--- src/rtl/gray_step_if.sv ---
// Bundles the sample inputs and decoded outputs of the gray step counter.
// Master drives the Gray sample stream; slave is the counter itself.
interface gray_step_if #(
  parameter int WIDTH = 8
);
  logic             enable;
  logic [1:0]       gray_in;
  logic             err_clr;
  logic [WIDTH-1:0] position;
  logic [1:0]       bin_out;
  logic             step;
  logic             dir;
  logic             error;

  modport master (
    output enable, gray_in, err_clr,
    input  position, bin_out, step, dir, error
  );

  modport slave (
    input  enable, gray_in, err_clr,
    output position, bin_out, step, dir, error
  );
endinterface

--- src/rtl/gray_step_counter.sv ---
// Decodes a 2-bit Gray stream into up/down steps, accumulates a position count,
// reports last direction and flags illegal two-bit jumps (sticky).
module gray_step_counter #(
  parameter int WIDTH = 8,
  parameter bit WRAP  = 1'b1
) (
  input  logic        i_clock,
  input  logic        i_clear,
  gray_step_if.slave  io_bus
);

  // state | meaning
  // INIT  | no valid previous sample yet; next enabled edge only captures it
  // TRACK | previous sample valid; each enabled edge is decoded as a transition
  localparam logic [0:0] S_INIT  = 1'b0;
  localparam logic [0:0] S_TRACK = 1'b1;

  localparam logic [WIDTH-1:0] POS_MAX = {WIDTH{1'b1}};
  localparam logic [WIDTH-1:0] POS_ONE = {{(WIDTH-1){1'b0}}, 1'b1};

  logic [0:0]       r_state;
  logic [1:0]       r_prev;
  logic [WIDTH-1:0] r_position;
  logic [1:0]       r_bin;
  logic             r_step;
  logic             r_dir;
  logic             r_error;

  logic             w_fwd;
  logic             w_rev;
  logic             w_illegal;
  logic [WIDTH-1:0] w_pos_up;
  logic [WIDTH-1:0] w_pos_dn;
  logic [1:0]       w_bin;

  function automatic logic [1:0] f_gray_next(input logic [1:0] g);
    logic [1:0] n;
    case (g)
      2'b00:   n = 2'b01;
      2'b01:   n = 2'b11;
      2'b11:   n = 2'b10;
      default: n = 2'b00;
    endcase
    return n;
  endfunction

  assign w_fwd     = (io_bus.gray_in == f_gray_next(r_prev));
  assign w_rev     = (r_prev == f_gray_next(io_bus.gray_in));
  assign w_illegal = ((io_bus.gray_in ^ r_prev) == 2'b11);
  assign w_bin     = {io_bus.gray_in[1], io_bus.gray_in[1] ^ io_bus.gray_in[0]};

  // Saturating mode pins the count at the rails; step/dir still report motion.
  generate
    if (WRAP) begin : g_wrap
      assign w_pos_up = r_position + POS_ONE;
      assign w_pos_dn = r_position - POS_ONE;
    end else begin : g_sat
      assign w_pos_up = (r_position == POS_MAX) ? r_position : r_position + POS_ONE;
      assign w_pos_dn = (r_position == '0)      ? r_position : r_position - POS_ONE;
    end
  endgenerate

  always_ff @(posedge i_clock) begin
    if (!i_clear) begin
      r_state    <= S_INIT;
      r_prev     <= 2'b00;
      r_position <= '0;
      r_bin      <= 2'b00;
      r_step     <= 1'b0;
      r_dir      <= 1'b1;
      r_error    <= 1'b0;
    end else begin
      r_step <= 1'b0;
      if (io_bus.err_clr) begin
        r_error <= 1'b0;
      end
      if (io_bus.enable) begin
        r_bin  <= w_bin;
        r_prev <= io_bus.gray_in;
        if (r_state == S_INIT) begin
          r_state <= S_TRACK;
        end else if (w_fwd) begin
          r_position <= w_pos_up;
          r_dir      <= 1'b1;
          r_step     <= 1'b1;
        end else if (w_rev) begin
          r_position <= w_pos_dn;
          r_dir      <= 1'b0;
          r_step     <= 1'b1;
        end else if (w_illegal) begin
          // Later assignment lets a detected jump win over err_clr.
          r_error <= 1'b1;
        end
      end
    end
  end

  assign io_bus.position = r_position;
  assign io_bus.bin_out  = r_bin;
  assign io_bus.step     = r_step;
  assign io_bus.dir      = r_dir;
  assign io_bus.error    = r_error;

endmodule

--- src/flat_wrapper.sv ---
// flat-port wrapper written by rule: the top's interface ports become plain ports
module gray_step_counter_flat 
#(
  parameter int WIDTH = 8,
  parameter bit WRAP  = 1'b1
)
  (i_clock, i_clear, io_bus_enable, io_bus_gray_in, io_bus_err_clr, io_bus_position, io_bus_bin_out, io_bus_step, io_bus_dir, io_bus_error);
  gray_step_if #(.WIDTH(WIDTH)) io_bus_i ();
  input  logic i_clock;
  input  logic i_clear;
  input wire logic [$bits(io_bus_i.enable)-1:0] io_bus_enable;
  input wire logic [$bits(io_bus_i.gray_in)-1:0] io_bus_gray_in;
  input wire logic [$bits(io_bus_i.err_clr)-1:0] io_bus_err_clr;
  output wire logic [$bits(io_bus_i.position)-1:0] io_bus_position;
  output wire logic [$bits(io_bus_i.bin_out)-1:0] io_bus_bin_out;
  output wire logic [$bits(io_bus_i.step)-1:0] io_bus_step;
  output wire logic [$bits(io_bus_i.dir)-1:0] io_bus_dir;
  output wire logic [$bits(io_bus_i.error)-1:0] io_bus_error;
  assign io_bus_i.enable = io_bus_enable;
  assign io_bus_i.gray_in = io_bus_gray_in;
  assign io_bus_i.err_clr = io_bus_err_clr;
  assign io_bus_position = io_bus_i.position;
  assign io_bus_bin_out = io_bus_i.bin_out;
  assign io_bus_step = io_bus_i.step;
  assign io_bus_dir = io_bus_i.dir;
  assign io_bus_error = io_bus_i.error;
  gray_step_counter #(.WIDTH(WIDTH), .WRAP(WRAP)) u_core (.i_clock(i_clock), .i_clear(i_clear), .io_bus(io_bus_i));
endmodule
--- config.mk ---
export PLATFORM = sky130hd
export DESIGN_NAME = gray_step_counter_flat
export DESIGN_NICKNAME = d
export VERILOG_FILES = /design/src/rtl/gray_step_if.sv /design/src/rtl/gray_step_counter.sv /design/src/flat_wrapper.sv
export SDC_FILE = /design/constraint.sdc
export NUM_CORES = 1
export LEC_CHECK = 0
export BUFFER_PORTS_ARGS = -buffer_cell sky130_fd_sc_hd__buf_2
export CAP_MARGIN = 20
export CORE_MARGIN = 4
export CORE_UTILIZATION = 36
export DETAILED_ROUTE_END_ITERATION = 6
export GPL_ROUTABILITY_DRIVEN = 1
export GPL_TIMING_DRIVEN = 1
export SETUP_SLACK_MARGIN = 0.05
export SYNTH_ARGS = -nofsm -noshare
export SYNTH_HDL_FRONTEND = slang
export SYNTH_SLANG_ARGS = --single-unit
--- constraint.sdc ---
create_clock -name i_clock -period 2.1 [get_ports i_clock]
set_input_delay 0.42 -clock i_clock [delete_from_list [all_inputs] [get_ports i_clock]]
set_output_delay 0.42 -clock i_clock [all_outputs]
set_load 0.02 [all_outputs]
# Word level (Yosys, flattened, before mapping)

Index checks and enable logic that the tools add are counted.

Flip-flop bits (word level): 16
Input port bits: 6
Output and inout port bits: 13
Logic and storage cells: 37

Muxes and demuxes: 14
Eq/ne operators: 7
Reduce and logical (&&, ||, !) cells: 5
Add/subtract/negate cells: 2
Bitwise operators: 2

Operators by type and width:

| kind                                              | number |
|---|---|
| two-way mux 8 bit                                 | 2 |
| case mux 2 bit (3 select lines)                   | 2 |
| two-way mux 1 bit                                 | 10 |
| adder 8 x 1 -> 8 bit (second input constant)      | 1 |
| subtractor 8 x 1 -> 8 bit (second input constant) | 1 |
| == test 2 bit (second input constant)             | 3 |
| AND reduction 3 bit                               | 2 |
| == test 2 x 1 -> 1 bit (second input constant)    | 2 |
| == test 2 bit                                     | 2 |
| zero test 2 bit                                   | 2 |
| nonzero test 2 bit                                | 1 |
| bitwise XOR 2 bit                                 | 1 |
| bitwise XOR 1 bit                                 | 1 |

# Logic depth before layout (Yosys ltp)

Gate-level depths: netlist (run 1).

Depth after elaboration: 7
Depth in mapped cells: 9
Gate-level depth less buffers: 8

# Worst setup path before layout (run 1)

No wires, ideal clock.

Kind: input to register
Start: in io_bus_gray_in[1]
End: reg u_core.r_position[7] (netlist: u_core.io_bus.position[7])
Setup slack: -0.021 ns
Cell stages on the path: 8
Library setup time: 0.072 ns
Data required time: 2.028 ns
Path buffers: 0
Data arrival time: 2.050 ns
Cell sequence: xnor2_1 -> nand2_1 -> ha_1 -> a21oi_1 -> a21oi_1 -> and3b_1 -> mux2i_1 -> mux2i_1

Cells in the longest elaborated chain, start to end: 5
Elaborated cells on any way between the ends: 9
Those cells by class: eq/ne: 4; mux: 2; reduce/logical: 3

RTL lines:

| item                                        | RTL line                | text |
|---|---|---|
| from (decl)                                 | flat_wrapper.sv:12      | `input wire logic [$bits(io_bus_i.gray_in)-1:0] io_bus_gray_in;` |
| == test 2 bit, or another cell as far along | gray_step_counter.sv:38 | `case (g)` |
| case mux 2 bit (3 select lines)             | gray_step_counter.sv:38 |  |
| == test 2 bit                               | gray_step_counter.sv:48 | `assign w_rev = (r_prev == f_gray_next(io_bus.gray_in));` |
| nonzero test 2 bit (no source line)         | --                      |  |
| AND reduction 3 bit (no source line)        | --                      |  |
| to (signal assigned)                        | gray_step_counter.sv:83 | `r_position <= w_pos_up;` |
| to (signal assigned)                        | gray_step_counter.sv:87 | `r_position <= w_pos_dn;` |
| to (decl)                                   | gray_step_counter.sv:23 | `logic [WIDTH-1:0] r_position;` |

Parallel ways exist; a longest one is shown, timed or not.
A chain may end at the register's enable or synchronous reset.

==> flow_metrics.py, run 1 <==
metrics = {
    "outcome": {
        "run_status": "finished clean",
    },
    "sta": {
        "setup_violations": 0,
        "worst_clock_skew_ns": 0.00590,
        "finalMaxSlewViolations": 0,
        "rsz_0062_raised_after_global_routing": "yes",
        "slew_headroom_pct": 71.5,
        "hold_viol_final": 0,
        "final.period_utilization_pct": 93.1,
        "max_freq_ghz": 0.511,
        "timing_worst_slew_pin_value_ns": 0.428,
        "layout_min_cycle_time_ns": 1.96,
    },
    "setup_path": {
        "cp_data_required_time_ns": 2.27,
        "critical_path_depth": 9,
        "crit_path_start_kind": "register",
        "buffering_stage_count_on_the_worst_path_with_inverters_included": 1,
        "cpLargestDelayFamily": "adder cells",
        "timing_worst_setup_path_type": "register to register",
        "path_cells": "xor2_2, nand2_4, fa_2, buf_4, a21o_1, a21oi_1, xnor2_1, mux2i_1, nor2_1",
        "timing.critical_path.fanout_max": 7,
        "cp.arrival_ns": 2.12,
        "critical-path-max-stage-delay_ns": 0.38,
        "r2r.worst_path.cells": 9,
        "worst_path_max_delay_cell": "sky130_fd_sc_hd__fa_2",
        "kind_of_end_point_of_the_critical_path": "register",
    },
    "yosys": {
        "ys_types": 31,
        "synth_flop_cell": "sky130_fd_sc_hd__dfxtp_1",
        "syn-num-nets": 123,
        "synth-async-reset-ratio_pct": 0,
        "synth-seq-area-share_pct": 31.1,
        "postSynthAreaPerCell_sq_um": 9.19,
        "synthesis.instances": 105,
        "synth_edf_count": 0,
        "synthesis.yosys.warnings": 0,
        "ys_seq_elements": 15,
        "synth.cell_area_sq_um": 965,
    },
    "clock_network": {
        "post_cts_hold_buffer_count": 0,
        "clockRootBuffer": "sky130_fd_sc_hd__clkbuf_4",
        "clk-insertion-delay-late_ns": 0.28,
        "htree_num_levels": 1,
        "cts_made_buffers": 3,
        "clk_transition_reported_paths_ns": 0.09,
        "tritoncts": "built",
        "number_of_clock_sinks_seen_by_cts": 15,
        "clk_path_buf_depth": 2,
    },
    "layout": {
        "utilization_after_layout_pct": 50.9,
        "num_antenna_cells": 0,
        "final_common_cell": "sky130_fd_sc_hd__buf_2",
        "share_of_post_route_cells_with_drive_strength_above_1_pct": 35.0,
        "instances_no_fill": 167,
        "area_growth_syn_to_layout_pct": 33.1,
        "final_cell_mix": "sky130_fd_sc_hd__buf_2, sky130_fd_sc_hd__buf_4, sky130_fd_sc_hd__dfxtp_1",
        "final_nets": 156,
    },
    "power": {
        "leakagePower_nw": 0.630,
        "vdd_drop_max_mv": 0.453,
        "pwr_density_cell_mw_per_mm2": 642,
    },
    "floorplan": {
        "row_count": 18,
        "boundaryPins": 19,
        "core_footprint_sq_mm": 0.00252,
        "die-area_sq_mm": 0.00357,
        "initial_core_utilization_pct": 38.2,
        "die_y_um": 59.8,
        "die_w_um": 59.8,
    },
    "global_route": {
        "grt_pass1_vias": 821,
        "grt_antenna_before_repair": 0,
        "gr-total-overflow": 0,
        "grt_max_degree": 12,
        "grt.total_usage_pct": 12.5,
        "grt_pass1_wl_um": 3420,
    },
    "detailed_routing": {
        "route.vias.total": 823,
        "firstDrtPassIters": 4,
        "wl_um": 2070,
        "drt-wirelength-per-cell_um": 12.4,
        "drcViolationCount": 0,
        "drt_first_iter_violations": 16,
        "routed_via_density": 4.93,
        "ant_nets": 0,
    },
    "placed_design": {
        "place_hpwl_um": 1530,
        "numPortBuffers": 18,
        "place_congestion": 0.758,
        "numPlacedInstances": 163,
    },
    "flow_run": {
        "drv.max_cap_violation_count": 0,
    },
    "worst_hold_path": {
        "hold_depth": 2,
        "holdCritPathClass": "input port to register",
    },
}
## Yosys cell counts, types with 2 or more instances
cell type | n | share of area [%]
sky130_fd_sc_hd__dfxtp_1 | 15 | 31
sky130_fd_sc_hd__nor2_1 | 12 | 4.7
sky130_fd_sc_hd__ha_1 | 11 | 14
sky130_fd_sc_hd__mux2i_1 | 9 | 9.3
sky130_fd_sc_hd__a21oi_1 | 6 | 3.1
sky130_fd_sc_hd__xnor2_1 | 6 | 5.4
sky130_fd_sc_hd__nand3_1 | 5 | 2.6
sky130_fd_sc_hd__xor2_1 | 5 | 4.5
sky130_fd_sc_hd__inv_1 | 4 | 1.6
sky130_fd_sc_hd__nand2_1 | 4 | 1.6
sky130_fd_sc_hd__a21o_1 | 2 | 1.6
sky130_fd_sc_hd__buf_2 | 2 | 1.0
sky130_fd_sc_hd__buf_4 | 2 | 1.6
sky130_fd_sc_hd__nand2b_1 | 2 | 1.3
sky130_fd_sc_hd__nand4_1 | 2 | 1.3
sky130_fd_sc_hd__o21ai_0 | 2 | 1.0
sky130_fd_sc_hd__o21ai_1 | 2 | 1.0
## routing by layer
metal / up-vias / track usage (%) / routed length (um) / part of all wire [%]
met3: 2 / 4.75 / 102 / 4.9
met1: 381 / 14.9 / 914 / 44
met5: - / 0 / 0 / 0
met4: 0 / 1.90 / 10 / 0.48
met2: 14 / 21.5 / 1040 / 50
li1: 426 / - / - / -
## per-stage QoR
step	instance area [sq um]	hold slack, ns	total power [mW]	setup slack, ns	TNS (ns)
floorplan	975	0.462	0.529	0.0723	0
global placement	1190	0.461	0.628	-0.117	-0.393
detailed placement	1190	0.460	0.634	-0.165	-0.623
CTS	1210	0.353	0.803	0.0528	0
global route	1280	0.381	0.888	-0.00694	-0.00694
finish	1280	0.361	0.824	0.144	0
## sequential cells by signal (all words and copies together) (netlist names)
name	cells
u_core.io_bus.position	8
u_core.io_bus.bin_out	2
u_core.io_bus.dir	1
u_core.io_bus.error	1
u_core.io_bus.step	1
u_core.r_prev	1
u_core.r_state	1
## final timing paths
path | startpoint | slack (ns) | to
worst max-delay path | u_core.io_bus.bin_out[1] | 0.14 | u_core.io_bus.position[4]
worst min-delay path | i_clear | 0.36 | u_core.io_bus.dir
worst min register to register | u_core.io_bus.position[7] | 0.47 | u_core.io_bus.position[7]
worst max register to register | u_core.io_bus.bin_out[1] | 0.14 | u_core.io_bus.position[4]
## power by group
part           internal [mW]  switching, mW  total [mW]  leakage [nW]
Sequential             0.305         0.0202       0.325         0.123
Clock                 0.0736         0.0886       0.162        0.0150
Combinational          0.170          0.167       0.337         0.492
## final cells by class
class | instances | area [sq um]
fill | 254 | 1240
multi-input combinational | 81 | 696
sequential | 15 | 303
timing repair buffer | 33 | 206
tap | 30 | 37.5
clock buffer | 4 | 26.3
inverter | 4 | 15.0
## repair_timing
action | 4_1_cts | 5_1_grt
resized for setup | 0 | 11
setup endpoints to repair | 0 | 3
setup buffers | 0 | 0
## worst reg2reg max path: cells and delay by family (launching register included)
family | cells | cell delay [ns]
compound gates | 2 | 0.36
xor+xnor | 2 | 0.29
fa+ha+maj | 1 | 0.38
buf+inv | 1 | 0.15
flops | 1 | 0.35
mux | 1 | 0.13
simple gates | 2 | 0.19
## logic make-up (layout without fill, tap and decap cells)
group	Yosys count	after routing	synth area share (%)
AND/OR/NAND/NOR	29	29	14.3
AO/OA/AOI/OAI	19	19	12.7
flip-flops	15	15	31.1
adder cells (fa/ha/maj)	12	12	16.3
XOR/XNOR	12	12	11.7
multiplexers	9	9	9.34
buffers and inverters	9	41	4.54
Power figures use the tool's default switching activity.
==> run 2: changes to the inputs <==
- CTS_BUF_LIST: default -> sky130_fd_sc_hd__clkbuf_16
==> flow_metrics.py, run 2 (synthesized netlist as in run 1, its figures left out) <==
metrics = {
    "placed_design": {
        "detailed_place.area_sq_mm": 0.00119,
        "place_congestion": 0.758,
        "place_worst_setup_slack_ns": -0.165,
        "numPortBuffers": 18,
        "place_hpwl_um": 1530,
    },
    "detailed_routing": {
        "routed_via_density": 4.87,
        "ant_nets": 0,
        "drcViolationCount": 0,
        "drt_first_iter_violations": 4,
        "wl_um": 2180,
        "drt-wirelength-per-cell_um": 13.0,
        "route.vias.total": 813,
        "firstDrtPassIters": 2,
    },
    "global_route": {
        "grt.total_usage_pct": 12.8,
        "grt_pass1_vias": 823,
        "grt_max_degree": 12,
        "grt_antenna_before_repair": 0,
        "global_route.peak_usage_layer": "met2",
        "grt_pass1_wl_um": 3460,
        "groute.layer.met2.usage_pct": 21.5,
        "gr-usage-met3_pct": 4.75,
        "gr-total-overflow": 0,
        "grt.met1_usage_pct": 15.0,
    },
    "clock_network": {
        "post_cts.resized_instances": 0,
        "clk-insertion-delay-late_ns": 0.24,
        "clk_transition_reported_paths_ns": 0.05,
        "tritoncts": "built",
        "clk_path_buf_depth": 2,
        "cts_made_buffers": 3,
        "post_cts_hold_buffer_count": 0,
        "cts_setup_buffers": 0,
        "clockRootBuffer": "sky130_fd_sc_hd__clkbuf_16",
        "htree_num_levels": 1,
        "number_of_clock_sinks_seen_by_cts": 15,
    },
    "power": {
        "pwr_density_cell_mw_per_mm2": 763,
        "vdd_drop_max_mv": 0.606,
        "leakagePower_nw": 0.658,
    },
    "floorplan": {
        "die_y_um": 59.8,
        "row_count": 18,
        "die_w_um": 59.8,
        "boundaryPins": 19,
        "core_footprint_sq_mm": 0.00252,
        "die-area_sq_mm": 0.00357,
        "initial_core_utilization_pct": 38.2,
    },
    "setup_path": {
        "cp.arrival_ns": 2.10,
        "worst_r2r_endpoint": "u_core.io_bus.position[6]",
        "cp_data_required_time_ns": 2.23,
        "reg2reg_from": "u_core.r_prev[0]",
        "r2r.worst_path.cells": 8,
        "r2r_slack_ns": 0.13,
        "kind_of_end_point_of_the_critical_path": "register",
        "timing_worst_setup_path_type": "register to register",
        "crit_path_start_kind": "register",
        "timing.critical_path.fanout_max": 7,
    },
    "layout": {
        "final_common_cell": "sky130_fd_sc_hd__buf_2",
        "area_growth_syn_to_layout_pct": 41.2,
        "final_nets": 156,
        "share_of_post_route_cells_with_drive_strength_above_1_pct": 37.2,
        "largest_register_ffs": 8,
        "num_antenna_cells": 0,
        "final_cell_mix": "sky130_fd_sc_hd__buf_2, sky130_fd_sc_hd__buf_4, sky130_fd_sc_hd__dfxtp_1",
        "finish.instance_area_sq_mm": 0.00136,
    },
    "worst_hold_path": {
        "min-delay-start": "i_clear",
        "holdCritPathClass": "input port to register",
        "hold_depth": 2,
        "min_delay_worst_endpoint": "u_core.io_bus.dir",
    },
    "outcome": {
        "run_status": "finished clean",
    },
    "sta": {
        "layout_min_cycle_time_ns": 1.97,
        "slew_headroom_pct": 73.8,
        "finalMaxSlewViolations": 0,
        "worst_clock_skew_ns": 0.00235,
        "final_critical_path_setup_slack_ns": 0.129,
        "hold_viol_final": 0,
        "max_freq_ghz": 0.507,
        "final.period_utilization_pct": 93.9,
        "setup_violations": 0,
        "rsz_0062_raised_after_global_routing": "yes",
        "timing_worst_slew_pin_value_ns": 0.392,
    },
    "flow_run": {
        "drv.max_cap_violation_count": 0,
    },
}
-- run 2: routing by layer --
| layer | wire (um) | up-vias |
|---|---|---|
| met1 | 973 | 371 |
| li1 | - | 426 |
| met3 | 94 | 4 |
| met5 | 0 | - |
| met4 | 16 | 0 |
| met2 | 1090 | 12 |
-- run 2: area by class of cell --
cell class	count	area [sq um]
Inverter	4	15.0
Clock inverter	1	3.75
Timing Repair Buffer	33	206
Multi-Input combinational cell	81	722
Tap cell	30	37.5
Clock buffer	3	75.1
Sequential cell	15	303
Fill cell	245	1160
-- run 2: stage by stage --
step	utilization (%)	setup TNS, ns	cells	hold WS (ns)	power (mW)
finish	54.0	0	167	0.409	1.04
global route	54.0	0	167	0.436	1.11
CTS	50.1	0	167	0.402	1.00
detailed placement	47.0	-0.623	163	0.460	0.634
global placement	47.0	-0.393	163	0.461	0.628
floorplan	-	0	105	0.462	0.529
-- run 2: worst max-delay path: stages (launching register included) --
cell and delay, ns:
sky130_fd_sc_hd__dfxtp_2 0.34, sky130_fd_sc_hd__xnor2_4 0.20, sky130_fd_sc_hd__nand2_4 0.16, sky130_fd_sc_hd__fa_2 0.38
sky130_fd_sc_hd__a211oi_2 0.21, sky130_fd_sc_hd__o21bai_1 0.10, sky130_fd_sc_hd__a21oi_1 0.21, sky130_fd_sc_hd__xor2_1 0.18
sky130_fd_sc_hd__o21ai_1 0.07
-- run 2: how the worst max path moves through the flow --
stage,slack (ns),endpoint,cells after the start,start
6_report,0.13,u_core.io_bus.position[6],8,u_core.r_prev[0]
5_1_grt,0.02,u_core.io_bus.position[7],9,u_core.io_bus.bin_out[1]
4_1_cts,0.06,u_core.io_bus.position[7],8,u_core.io_bus.bin_out[1]
3_5_place_dp,-0.16,u_core.io_bus.position[7],9,io_bus_gray_in[1]
3_3_place_gp,-0.12,u_core.io_bus.position[7],9,io_bus_gray_in[1]
2_1_floorplan,0.07,u_core.io_bus.position[7],9,u_core.io_bus.bin_out[1]
-- run 2: where the power goes --
part / switching (mW) / internal [mW] / total [mW]
combinational: 0.171 / 0.179 / 0.350
clock: 0.109 / 0.252 / 0.360
sequential: 0.0226 / 0.307 / 0.329
